--- src/rtl/control_unwinder_pkg.sv ---
// Shared types, encodings and frame field positions for the control-stack unwinder.
// Frame layout widths come from the CALL_STACK_WIDTH / ST_LOG2_DEPTH / INSTR_LOG2_BRAM_DEPTH macros.
`ifndef CALL_STACK_WIDTH
`define CALL_STACK_WIDTH 32
`endif
`ifndef ST_LOG2_DEPTH
`define ST_LOG2_DEPTH 10
`endif
`ifndef INSTR_LOG2_BRAM_DEPTH
`define INSTR_LOG2_BRAM_DEPTH 12
`endif

package control_unwinder_pkg;
  localparam int CS_W = `CALL_STACK_WIDTH;
  localparam int ST_W = `ST_LOG2_DEPTH;
  localparam int IA_W = `INSTR_LOG2_BRAM_DEPTH;

  localparam int TYPE_HI  = 29;
  localparam int TYPE_LO  = 28;
  localparam int RETU_BIT = 27;
  localparam int SP_LO    = IA_W;
  localparam int SP_HI    = ST_W + IA_W - 1;
  localparam int RA_HI    = IA_W - 1;
  localparam int RA_LO    = 0;

  typedef enum logic [1:0] {
    FT_BLOCK = 2'b00,
    FT_CALL  = 2'b01,
    FT_IF    = 2'b10,
    FT_LOOP  = 2'b11
  } frame_type_e;

  localparam logic [1:0] OP_BR     = 2'b00;
  localparam logic [1:0] OP_END    = 2'b01;
  localparam logic [1:0] OP_RETURN = 2'b10;

  typedef enum logic [1:0] {
    ST_IDLE   = 2'b00,
    ST_UNWIND = 2'b01,
    ST_DONE   = 2'b10,
    ST_ERR    = 2'b11
  } state_e;
endpackage

--- src/rtl/control_unwinder_if.sv ---
// Request, control-stack and result signals of the unwinder, grouped with master/slave views.
interface control_unwinder_if;
  import control_unwinder_pkg::*;

  // A request transfers on a rising edge where req_vld && req_rdy; req_vld may rise at any time
  // and is simply not taken while req_rdy is low (nothing is queued).
  logic            req_vld;
  logic            req_rdy;
  logic [1:0]      req_op;
  logic [7:0]      req_depth;
  logic            cs_shift_vld;
  logic            cs_pop;
  logic            cs_push;
  logic            cs_retu;
  logic [CS_W-1:0] cs_top_data;
  logic            cs_left_one;
  logic            done_vld;
  logic            jump_en;
  logic [IA_W-1:0] jump_addr;
  logic            skip_en;
  logic [ST_W-1:0] sp_tag;
  logic            retu_num;
  logic            halt;
  logic            err;

  modport master (
    output req_vld, req_op, req_depth, cs_top_data, cs_left_one,
    input  req_rdy, cs_shift_vld, cs_pop, cs_push, cs_retu, done_vld,
           jump_en, jump_addr, skip_en, sp_tag, retu_num, halt, err
  );

  modport slave (
    input  req_vld, req_op, req_depth, cs_top_data, cs_left_one,
    output req_rdy, cs_shift_vld, cs_pop, cs_push, cs_retu, done_vld,
           jump_en, jump_addr, skip_en, sp_tag, retu_num, halt, err
  );
endinterface

--- src/rtl/control_unwinder_cs_frame_decode.sv ---
// Splits a control-stack frame into its type, result count, stack-pointer tag and return address.
module cs_frame_decode
  import control_unwinder_pkg::*;
(
  input  logic [CS_W-1:0] frame,
  output frame_type_e     ftype,
  output logic            retu_num,
  output logic [ST_W-1:0] sp_tag,
  output logic [IA_W-1:0] ret_addr
);
  logic unused_bits;

  assign ftype       = frame_type_e'(frame[TYPE_HI:TYPE_LO]);
  assign retu_num    = frame[RETU_BIT];
  assign sp_tag      = frame[SP_HI:SP_LO];
  assign ret_addr    = frame[RA_HI:RA_LO];
  assign unused_bits = ^{frame[CS_W-1:TYPE_HI+1], frame[RETU_BIT-1:SP_HI+1]};
endmodule

--- src/rtl/control_unwinder.sv ---
// Unwinds the control stack for br/end/return and resolves the next PC action.
// Define UNWIND_FAST_RETURN_EN to finish return in one cs_retu cycle instead of frame-by-frame pops.
module control_unwinder
  import control_unwinder_pkg::*;
(
  input  logic               clk,
  input  logic               rst,
  control_unwinder_if.slave  u,
  output state_e             dbg_state
);
  state_e          state_q, state_d;
  logic [7:0]      counter_q, counter_d;
  logic [1:0]      op_q, op_d;
  logic            jump_en_q, jump_en_d;
  logic [IA_W-1:0] jump_addr_q, jump_addr_d;
  logic            skip_en_q, skip_en_d;
  logic [ST_W-1:0] sp_tag_q, sp_tag_d;
  logic            retu_num_q, retu_num_d;
  logic            halt_q, halt_d;

  frame_type_e     ftype;
  logic            f_retu;
  logic [ST_W-1:0] f_sp;
  logic [IA_W-1:0] f_ra;
  logic            shift_vld, pop, retu;
  logic            res, res_pop, res_jump, res_skip, res_call;

  cs_frame_decode u_dec (
    .frame    (u.cs_top_data),
    .ftype    (ftype),
    .retu_num (f_retu),
    .sp_tag   (f_sp),
    .ret_addr (f_ra)
  );

  always_comb begin
    state_d     = state_q;
    counter_d   = counter_q;
    op_d        = op_q;
    jump_en_d   = jump_en_q;
    jump_addr_d = jump_addr_q;
    skip_en_d   = skip_en_q;
    sp_tag_d    = sp_tag_q;
    retu_num_d  = retu_num_q;
    halt_d      = halt_q;
    shift_vld   = 1'b0;
    pop         = 1'b0;
    retu        = 1'b0;
    res         = 1'b0;
    res_pop     = 1'b0;
    res_jump    = 1'b0;
    res_skip    = 1'b0;
    res_call    = 1'b0;
    case (state_q)
      ST_IDLE: begin
        if (u.req_vld) begin
          state_d     = ST_UNWIND;
          op_d        = u.req_op;
          counter_d   = (u.req_op == OP_BR) ? u.req_depth : 8'd0;
          jump_en_d   = 1'b0;
          jump_addr_d = '0;
          skip_en_d   = 1'b0;
          sp_tag_d    = '0;
          retu_num_d  = 1'b0;
          halt_d      = 1'b0;
        end
      end
      ST_UNWIND: begin
        case (op_q)
          OP_BR, OP_END: begin
            if (counter_q != 8'd0) begin
              // Intermediate frames may never cross a function boundary.
              if (ftype == FT_CALL) begin
                state_d = ST_ERR;
              end else begin
                shift_vld = 1'b1;
                pop       = 1'b1;
                counter_d = counter_q - 8'd1;
              end
            end else begin
              res      = 1'b1;
              res_call = (ftype == FT_CALL);
              res_pop  = !((op_q == OP_BR) && (ftype == FT_LOOP));
              res_jump = res_call || ((op_q == OP_BR) && (ftype == FT_LOOP));
              res_skip = (op_q == OP_BR) && ((ftype == FT_BLOCK) || (ftype == FT_IF));
            end
          end
          OP_RETURN: begin
`ifdef UNWIND_FAST_RETURN_EN
            shift_vld = 1'b1;
            retu      = 1'b1;
            res       = 1'b1;
            res_jump  = 1'b1;
            res_call  = 1'b1;
`else
            if (ftype == FT_CALL) begin
              res      = 1'b1;
              res_pop  = 1'b1;
              res_jump = 1'b1;
              res_call = 1'b1;
            end else begin
              shift_vld = 1'b1;
              pop       = 1'b1;
            end
`endif
          end
          default: state_d = ST_ERR;
        endcase
        if (res) begin
          state_d     = ST_DONE;
          sp_tag_d    = f_sp;
          retu_num_d  = f_retu;
          jump_addr_d = f_ra;
          skip_en_d   = res_skip;
          // Removing the bottom call frame ends the program instead of jumping.
          halt_d      = res_call && u.cs_left_one;
          jump_en_d   = res_jump && !(res_call && u.cs_left_one);
          if (res_pop) begin
            shift_vld = 1'b1;
            pop       = 1'b1;
          end
        end
      end
      ST_DONE, ST_ERR: state_d = ST_IDLE;
      default:         state_d = ST_IDLE;
    endcase
  end

  always_ff @(posedge clk) begin
    if (rst) begin
      state_q     <= ST_IDLE;
      counter_q   <= '0;
      op_q        <= '0;
      jump_en_q   <= 1'b0;
      jump_addr_q <= '0;
      skip_en_q   <= 1'b0;
      sp_tag_q    <= '0;
      retu_num_q  <= 1'b0;
      halt_q      <= 1'b0;
    end else begin
      state_q     <= state_d;
      counter_q   <= counter_d;
      op_q        <= op_d;
      jump_en_q   <= jump_en_d;
      jump_addr_q <= jump_addr_d;
      skip_en_q   <= skip_en_d;
      sp_tag_q    <= sp_tag_d;
      retu_num_q  <= retu_num_d;
      halt_q      <= halt_d;
    end
  end

  assign u.req_rdy      = (state_q == ST_IDLE);
  assign u.cs_shift_vld = shift_vld;
  assign u.cs_pop       = pop;
  assign u.cs_retu      = retu;
  assign u.cs_push      = 1'b0;
  assign u.done_vld     = (state_q == ST_DONE) || (state_q == ST_ERR);
  assign u.err          = (state_q == ST_ERR);
  assign u.jump_en      = jump_en_q;
  assign u.jump_addr    = jump_addr_q;
  assign u.skip_en      = skip_en_q;
  assign u.sp_tag       = sp_tag_q;
  assign u.retu_num     = retu_num_q;
  assign u.halt         = halt_q;
  assign dbg_state      = state_q;
endmodule
--- src/flat_wrapper.sv ---
// flat-port wrapper written by rule: the top's interface ports become plain ports
module control_unwinder_flat import control_unwinder_pkg::*;
  (clk, rst, dbg_state, u_req_vld, u_req_op, u_req_depth, u_cs_top_data, u_cs_left_one, u_req_rdy, u_cs_shift_vld, u_cs_pop, u_cs_push, u_cs_retu, u_done_vld, u_jump_en, u_jump_addr, u_skip_en, u_sp_tag, u_retu_num, u_halt, u_err);
  control_unwinder_if u_i ();
  input  logic clk;
  input  logic rst;
  output state_e dbg_state;
  input wire logic [$bits(u_i.req_vld)-1:0] u_req_vld;
  input wire logic [$bits(u_i.req_op)-1:0] u_req_op;
  input wire logic [$bits(u_i.req_depth)-1:0] u_req_depth;
  input wire logic [$bits(u_i.cs_top_data)-1:0] u_cs_top_data;
  input wire logic [$bits(u_i.cs_left_one)-1:0] u_cs_left_one;
  output wire logic [$bits(u_i.req_rdy)-1:0] u_req_rdy;
  output wire logic [$bits(u_i.cs_shift_vld)-1:0] u_cs_shift_vld;
  output wire logic [$bits(u_i.cs_pop)-1:0] u_cs_pop;
  output wire logic [$bits(u_i.cs_push)-1:0] u_cs_push;
  output wire logic [$bits(u_i.cs_retu)-1:0] u_cs_retu;
  output wire logic [$bits(u_i.done_vld)-1:0] u_done_vld;
  output wire logic [$bits(u_i.jump_en)-1:0] u_jump_en;
  output wire logic [$bits(u_i.jump_addr)-1:0] u_jump_addr;
  output wire logic [$bits(u_i.skip_en)-1:0] u_skip_en;
  output wire logic [$bits(u_i.sp_tag)-1:0] u_sp_tag;
  output wire logic [$bits(u_i.retu_num)-1:0] u_retu_num;
  output wire logic [$bits(u_i.halt)-1:0] u_halt;
  output wire logic [$bits(u_i.err)-1:0] u_err;
  assign u_i.req_vld = u_req_vld;
  assign u_i.req_op = u_req_op;
  assign u_i.req_depth = u_req_depth;
  assign u_i.cs_top_data = u_cs_top_data;
  assign u_i.cs_left_one = u_cs_left_one;
  assign u_req_rdy = u_i.req_rdy;
  assign u_cs_shift_vld = u_i.cs_shift_vld;
  assign u_cs_pop = u_i.cs_pop;
  assign u_cs_push = u_i.cs_push;
  assign u_cs_retu = u_i.cs_retu;
  assign u_done_vld = u_i.done_vld;
  assign u_jump_en = u_i.jump_en;
  assign u_jump_addr = u_i.jump_addr;
  assign u_skip_en = u_i.skip_en;
  assign u_sp_tag = u_i.sp_tag;
  assign u_retu_num = u_i.retu_num;
  assign u_halt = u_i.halt;
  assign u_err = u_i.err;
  control_unwinder u_core (.clk(clk), .rst(rst), .u(u_i), .dbg_state(dbg_state));
endmodule
--- config.mk ---
export PLATFORM = sky130hd
export DESIGN_NAME = control_unwinder_flat
export DESIGN_NICKNAME = d
export VERILOG_FILES = /design/src/rtl/control_unwinder_pkg.sv /design/src/rtl/control_unwinder_if.sv /design/src/rtl/control_unwinder_cs_frame_decode.sv /design/src/rtl/control_unwinder.sv /design/src/flat_wrapper.sv
export SDC_FILE = /design/constraint.sdc
export NUM_CORES = 1
export LEC_CHECK = 0
export ABC_CLOCK_PERIOD_IN_PS = 2700
export CAP_MARGIN = 15
export CORE_MARGIN = 2
export CORE_UTILIZATION = 41
export CTS_BUF_LIST = sky130_fd_sc_hd__clkbuf_16
export DETAILED_ROUTE_END_ITERATION = 8
export PLACE_DENSITY = 0.78
export SLEW_MARGIN = 40
export SYNTH_ARGS = -nofsm -noshare
export SYNTH_HDL_FRONTEND = slang
export SYNTH_SLANG_ARGS = --single-unit
--- constraint.sdc ---
create_clock -name clk -period 2.7 [get_ports clk]
set_input_delay 0.54 -clock clk [delete_from_list [all_inputs] [get_ports clk]]
set_output_delay 0.54 -clock clk [all_outputs]
set_load 0.01 [all_outputs]
==> results of run 1 <==
-- synthesized netlist by cell type (all sizes together), types with 2 or more instances --
library cell	instances
o21ai	29
nand3	27
and2	2
o32ai	2
buf	6
or3	2
mux2i	2
a221oi	3
dfxtp	38
a211oi	6
inv	2
nor2	16
or2	5
a21oi	8
nor3	7
nand2b	4
clkbuf	12
nand2	25
nor2b	4
a22oi	2
-- layout by cell type (no fill, tap or decap), types with 2 or more instances in the layout --
| cell | n |
|---|---|
| nor3_1 | 7 |
| nor2b_1 | 4 |
| a22oi_1 | 2 |
| a211oi_1 | 5 |
| nor2_2 | 2 |
| inv_1 | 2 |
| or2_2 | 4 |
| conb_1 | 2 |
| o32ai_1 | 2 |
| dfxtp_1 | 38 |
| clkdlybuf4s50_1 | 69 |
| buf_2 | 2 |
| a21oi_1 | 7 |
| buf_4 | 12 |
| and2_1 | 2 |
| nand2b_1 | 4 |
| nor2_1 | 14 |
| o21ai_0 | 27 |
| buf_12 | 3 |
| clkbuf_16 | 5 |
| a221oi_1 | 2 |
| nand3_1 | 27 |
| mux2i_1 | 2 |
| nand2_1 | 25 |
-- cells by family after synthesis --
kind of cell | count (synthesis) | share of synthesized area
buf+inv | 20 | 0.0581
mux | 2 | 0.0113
xor+xnor | 2 | 0.00992
compound gates | 54 | 0.188
other cells | 1 | 0.00212
fa+ha+maj | 1 | 0.00708
flops | 38 | 0.431
simple gates | 99 | 0.293
-- worst max-delay path: stages, from the launching register on --
cell      delay [ns]
dfxtp_1         0.31
inv_1           0.07
ha_1            0.17
or3b_4          0.41
nor4_4          0.19
buf_4           0.16
nand3b_1        0.07
o21ai_1         0.10
a221oi_2        0.08
buf_2           0.15
-- metal layers --
metal | track usage | routed length (um) | vias up
met2 | 0.321 | 2200 | 57
met5 | 0 | 0 | -
met3 | 0.0436 | 296 | 5
met1 | 0.252 | 1990 | 818
met4 | 0.0748 | 56 | 0
li1 | - | - | 914
-- stage by stage --
stage	setup slack, ns	util	hold slack, ns
6_report	0.161	0.674	0.463
5_1_grt	0.0179	0.674	0.503
4_1_cts	0.00363	0.676	0.465
3_5_place_dp	-0.139	0.638	0.457
3_3_place_gp	-0.0705	0.638	0.445
2_1_floorplan	0.0379	-	0.453
-- power by group through the flow --
stage / combinational, mW / sequential (mW) / clock [mW]
after floorplan: 0.305 / 0.634 / 0
after global placement: 0.514 / 0.630 / 0
after detailed placement: 0.523 / 0.632 / 0
after CTS: 0.539 / 0.620 / 0.561
after global routing: 0.594 / 0.625 / 0.591
final: 0.538 / 0.621 / 0.553
-- repair_timing --
item	CTS	global route
setup endpoints to repair	2	2
resized for setup	9	2
pin swaps	1	2
setup buffers	1	0
-- cell type report --
cell class | instances | area, sq um | area share
clock buffers | 5 | 125 | 0.0454
inverters | 2 | 7.51 | 0.00272
repair buffers | 86 | 851 | 0.309
flip-flops and latches | 38 | 761 | 0.276
well taps | 50 | 62.6 | 0.0227
clock inverters | 3 | 16.3 | 0.00590
multi-input cells | 160 | 932 | 0.338
-- state kept, by name (all words and copies together) (netlist names) --
| signal | count |
|---|---|
| u_core.u.sp_tag | 10 |
| u_core.u.jump_addr | 12 |
| u_core.counter_q | 8 |
| u_core.u.skip_en | 1 |
| u_core.dbg_state | 2 |
| u_core.u.retu_num | 1 |
| u_core.op_q | 2 |
| u_core.u.halt | 1 |
| u_core.u.jump_en | 1 |
-- worst paths after layout --
path                                      end  slack [ns]  depth (start not counted)
max reg2reg  u_core.counter_q[0]$_SDFFE_PP0P_        0.28                          8
min reg2reg     u_core.u.skip_en$_SDFFE_PP0P_        0.46                          2
max                                  u_cs_pop        0.16                          9
min             u_core.u.skip_en$_SDFFE_PP0P_        0.46                          2
==> results_dict.tcl, run 1 <==
set metrics [dict create \
    outcome "complete, no violations" \
    combPwrFrac 0.314 \
    intPower_mw 1.21 \
    power.leakage_nw 0.978 \
    drc 0 \
    synthFlopType "dfxtp_1" \
    cp.arrival_ns 2.00 \
    powerDensity_nw_per_um2 621 \
    finalCriticalPeriod_ns 2.54 \
    ys_seq_area_frac 0.431 \
    core_sq_um 4090 \
    worstMarginPinSlew_ns 0.624 \
    slew_viol_final 0 \
    power_mw 1.71 \
    synth_seq_cells 38 \
    area.growth.synth_to_final_pct 55.9 \
    p_switching_uw 502 \
    synth_cell_types 42 \
    die_w_um 69.6 \
    fmax_mhz 394 \
    ys_warn_count 0 \
    grt_start_max_net_pins 39 \
    async_flop_share 0 \
    cts_buffers 5 \
    yosys.area.top_type_share 0.431 \
    synth-edff-count 0 \
    power_frac_seq 0.363 \
    min_from "u_core.u.skip_en$_SDFFE_PP0P_" \
    via_per_inst 5.22 \
    cts_root_buf "clkbuf_16" \
    setup.worst_path.class "flop to primary output" \
    drt_iter0_drc 142 \
    drv_cap 0 \
    regToRegStartpoint "u_core.counter_q[0]$_SDFFE_PP0P_" \
    clock_latency_ns 0.28 \
    ir_worst_vdd_uv 321 \
    grt.overflow.total 0 \
    ys_top_cells_by_area "dfxtp_1, o21ai_0, nand3_1" \
    rsz0062_at_grt "no" \
    numPortBuffers 71 \
    dp.cells 335 \
    grt_first_pass_wirelength_um 7750 \
    synth_area_leader_cell "dfxtp_1" \
    fp.dieH_um 69.6 \
    drt-wirelength-per-cell_um 13.2 \
    antenna_found_initial 0 \
    grt.total_usage 0.196 \
    setup_tns_ns 0 \
    cts_max_level 2 \
    setup_viol 0 \
    drive_gt1_frac 0.139 \
    swShare 0.293 \
    postSynthAreaPerCell_sq_um 8.14 \
    ios 81 \
    grt_pass1_vias 1716 \
    finalInstanceArea_sq_um 2760 \
    finClkSkew_ns 0.00415 \
    cts_tree "yes" \
    end_kind "primary output" \
    vias 1794 \
    stdcell_count 344 \
    rows 23 \
    first_pass_iters 4 \
    postRouteAntennaNets 0 \
    place_area_sq_um 2610 \
    die_area_sq_um 4850 \
    maxSlewHeadroom 0.583 \
    finalWirelength_um 4540 \
    fillers 350 \
    critPathMaxFanout 2 \
    hold_buffers 0 \
    initial_core_util 0.432 \
    hold_viol_final 0 \
    clkSinkCount 38 \
    n_antenna_cell 0 \
    place_congestion 0.843 \
    syn_area_sq_um 1770 \
    path_clk_slew_ns 0.05 \
    worst-endpoint-required_ns 2.16 \
    dp_hpwl_um 3220 \
    crit_path_start "u_core.counter_q[0]$_SDFFE_PP0P_" \
    hold_class "flop to flop" \
    fin_crit_sh 0.941 \
    critPathLaunchType "flop" \
    p_clk_frac 0.323 \
    syn_inst 217 \
    nNetsFinal 340 \
    clk_path_buf_depth 2 \
]
No activity file was read; power rests on OpenSTA's default activity.
==> run 2: changes to the inputs <==
--- a/config.mk
+++ b/config.mk
@@ -8,10 +8,10 @@
 export ABC_CLOCK_PERIOD_IN_PS = 2700
 export CAP_MARGIN = 15
 export CORE_MARGIN = 2
-export CORE_UTILIZATION = 41
+export CORE_UTILIZATION = 26
 export CTS_BUF_LIST = sky130_fd_sc_hd__clkbuf_16
 export DETAILED_ROUTE_END_ITERATION = 8
-export PLACE_DENSITY = 0.78
+export PLACE_DENSITY = 0.53
 export SLEW_MARGIN = 40
 export SYNTH_ARGS = -nofsm -noshare
 export SYNTH_HDL_FRONTEND = slang
==> run 2 against run 1 <==
  * Critical path type unchanged
  * Non-clock buffer count grew 4
  * Worst setup slack gained 0.0066 ns
  * Cell count grew 9.9%
  * Clock skew grew 0.0011 ns
  * Critical path depth is the same
  * Highest routed layer unchanged
  * Wire length grew 5.4%
  * Core utilization shrank 25 points
  * Global-route usage shrank 6.4 points
  * Largest power group is now the clock network
==> results_dict.tcl, run 2 (same netlist as run 1, synthesis figures left out) <==
set metrics [dict create \
    outcome "complete, no violations" \
    grt.overflow.total 0 \
    nNetsFinal 344 \
    n_antenna_cell 0 \
    finalCriticalPeriod_ns 2.53 \
    rows 30 \
    maxSlewHeadroom 0.545 \
    critPathMaxFanout 2 \
    clk_path_buf_depth 2 \
    cts_buffers 5 \
    fillers 685 \
    die_w_um 86.4 \
    cts_max_level 2 \
    dp.cells 369 \
    numPortBuffers 71 \
    clock_latency_ns 0.28 \
    path_clk_slew_ns 0.06 \
    drt-wirelength-per-cell_um 12.7 \
    fin_crit_sh 0.938 \
    ir_worst_vdd_uv 294 \
    worst-endpoint-required_ns 2.16 \
    end_kind "primary output" \
    antenna_found_initial 0 \
    stdcell_count 378 \
    utilization 0.429 \
    power_mw 1.94 \
    setup_tns_ns 0 \
    grt_start_max_net_pins 50 \
    hold_buffers 0 \
    place_congestion 0.769 \
    drt_iter0_drc 63 \
    post-place-ws_ns -0.192 \
    largest_reg_flops 12 \
    clkSinkCount 38 \
    via_per_inst 4.71 \
    final_common_cell "clkdlybuf4s50_1" \
    ios 81 \
    worst_slack_ns 0.167 \
    initial_core_util 0.264 \
    grt_first_pass_wirelength_um 8010 \
    core_sq_um 6680 \
    hold_viol_final 0 \
    fmax_mhz 395 \
    dp_hpwl_um 3430 \
    first_pass_iters 4 \
    grt.total_usage 0.132 \
    final_cell_mix "clkdlybuf4s50_1, dfxtp_1, nand3_1, o21ai_0, nand2_1" \
    critPathLaunchType "flop" \
    setup.worst_path.class "flop to primary output" \
    fp.dieH_um 86.4 \
    drv_cap 0 \
    die_area_sq_um 7470 \
    finalWirelength_um 4780 \
    powerDensity_nw_per_um2 676 \
    finClkSkew_ns 0.00525 \
    setup_viol 0 \
    grt_pass1_vias 1696 \
    area.growth.synth_to_final_pct 62.3 \
    cts_tree "yes" \
    hold_class "flop to flop" \
    power.leakage_nw 1.02 \
    cp.arrival_ns 1.99 \
    rsz0062_at_grt "no" \
    cts_root_buf "clkbuf_16" \
    drc 0 \
    vias 1781 \
    worstMarginPinSlew_ns 0.682 \
    slew_viol_final 0 \
    drive_gt1_frac 0.158 \
    postRouteAntennaNets 0 \
]
## run 2: cell types whose count changed in the layout (fill, tap and decap cells not counted), sizes merged
cell / previous run / this run
clkinv: 2 / 1
bufinv: 0 / 2
clkinvlp: 1 / 0
buf: 17 / 21
## run 2: stage by stage
step	area (sq um)	hold WS, ns
final	2870	0.452
after CTS	2860	0.455
after detailed placement	2660	0.447
after global routing	2870	0.473
after global placement	2660	0.443
after floorplan	1770	0.453
## run 2: worst max-delay path: stages (launching register included)
cell and delay, ns:
dfxtp_1 0.31, inv_1 0.08, ha_1 0.16, or3b_4 0.40, nor4_4 0.20, buf_4 0.16, nand3b_1 0.09, o21ai_2 0.07
a221oi_2 0.08, buf_2 0.16
## run 2: final cells by class
cell class	count	area [sq um]	area share
flip-flops and latches	38	761	0.265
multi-input cells	160	936	0.326
inverters	2	7.51	0.00262
repair buffers	90	868	0.303
clock inverters	3	68.8	0.0240
well taps	80	100	0.0349
clock buffers	5	125	0.0436
## run 2: what timing repair did
item	4_1_cts	5_1_grt
setup endpoints to repair	2	2
resized for setup	9	3
setup buffers	1	0
pin swaps	1	2
## run 2: power breakdown
group	switching, mW	total [mW]	internal [mW]
registers	0.0259	0.618	0.592
logic	0.261	0.549	0.288
clock network	0.240	0.771	0.531
total	0.527	1.94	1.41
## run 2: final timing paths
path / slack [ns] / from / cells past startpoint / end
worst max-delay path: 0.17 / u_core.counter_q[0]$_SDFFE_PP0P_ / 9 / u_cs_shift_vld
worst min-delay path: 0.45 / u_core.u.skip_en$_SDFFE_PP0P_ / 2 / u_core.u.skip_en$_SDFFE_PP0P_
worst max register to register: 0.35 / u_core.counter_q[0]$_SDFFE_PP0P_ / 8 / u_core.counter_q[0]$_SDFFE_PP0P_
worst min register to register: 0.45 / u_core.u.skip_en$_SDFFE_PP0P_ / 2 / u_core.u.skip_en$_SDFFE_PP0P_
## run 2: per-layer routing
metal / vias to the layer above / global-route usage / wire length (um) / part of all wire
li1: 925 / - / - / -
met1: 792 / 0.176 / 2350 / 0.49
met2: 60 / 0.213 / 2070 / 0.43
met3: 4 / 0.0410 / 334 / 0.070
met4: 0 / 0.0256 / 31 / 0.0065
met5: - / 0 / 0 / 0
==> run 3: changes to the inputs <==
--- a/config.mk
+++ b/config.mk
@@ -16,3 +16,4 @@
 export SYNTH_ARGS = -nofsm -noshare
 export SYNTH_HDL_FRONTEND = slang
 export SYNTH_SLANG_ARGS = --single-unit
+export TNS_END_PERCENT = 100
==> results of run 3 <==
No change in the layout: final DEF, timing and power equal those of run 2.
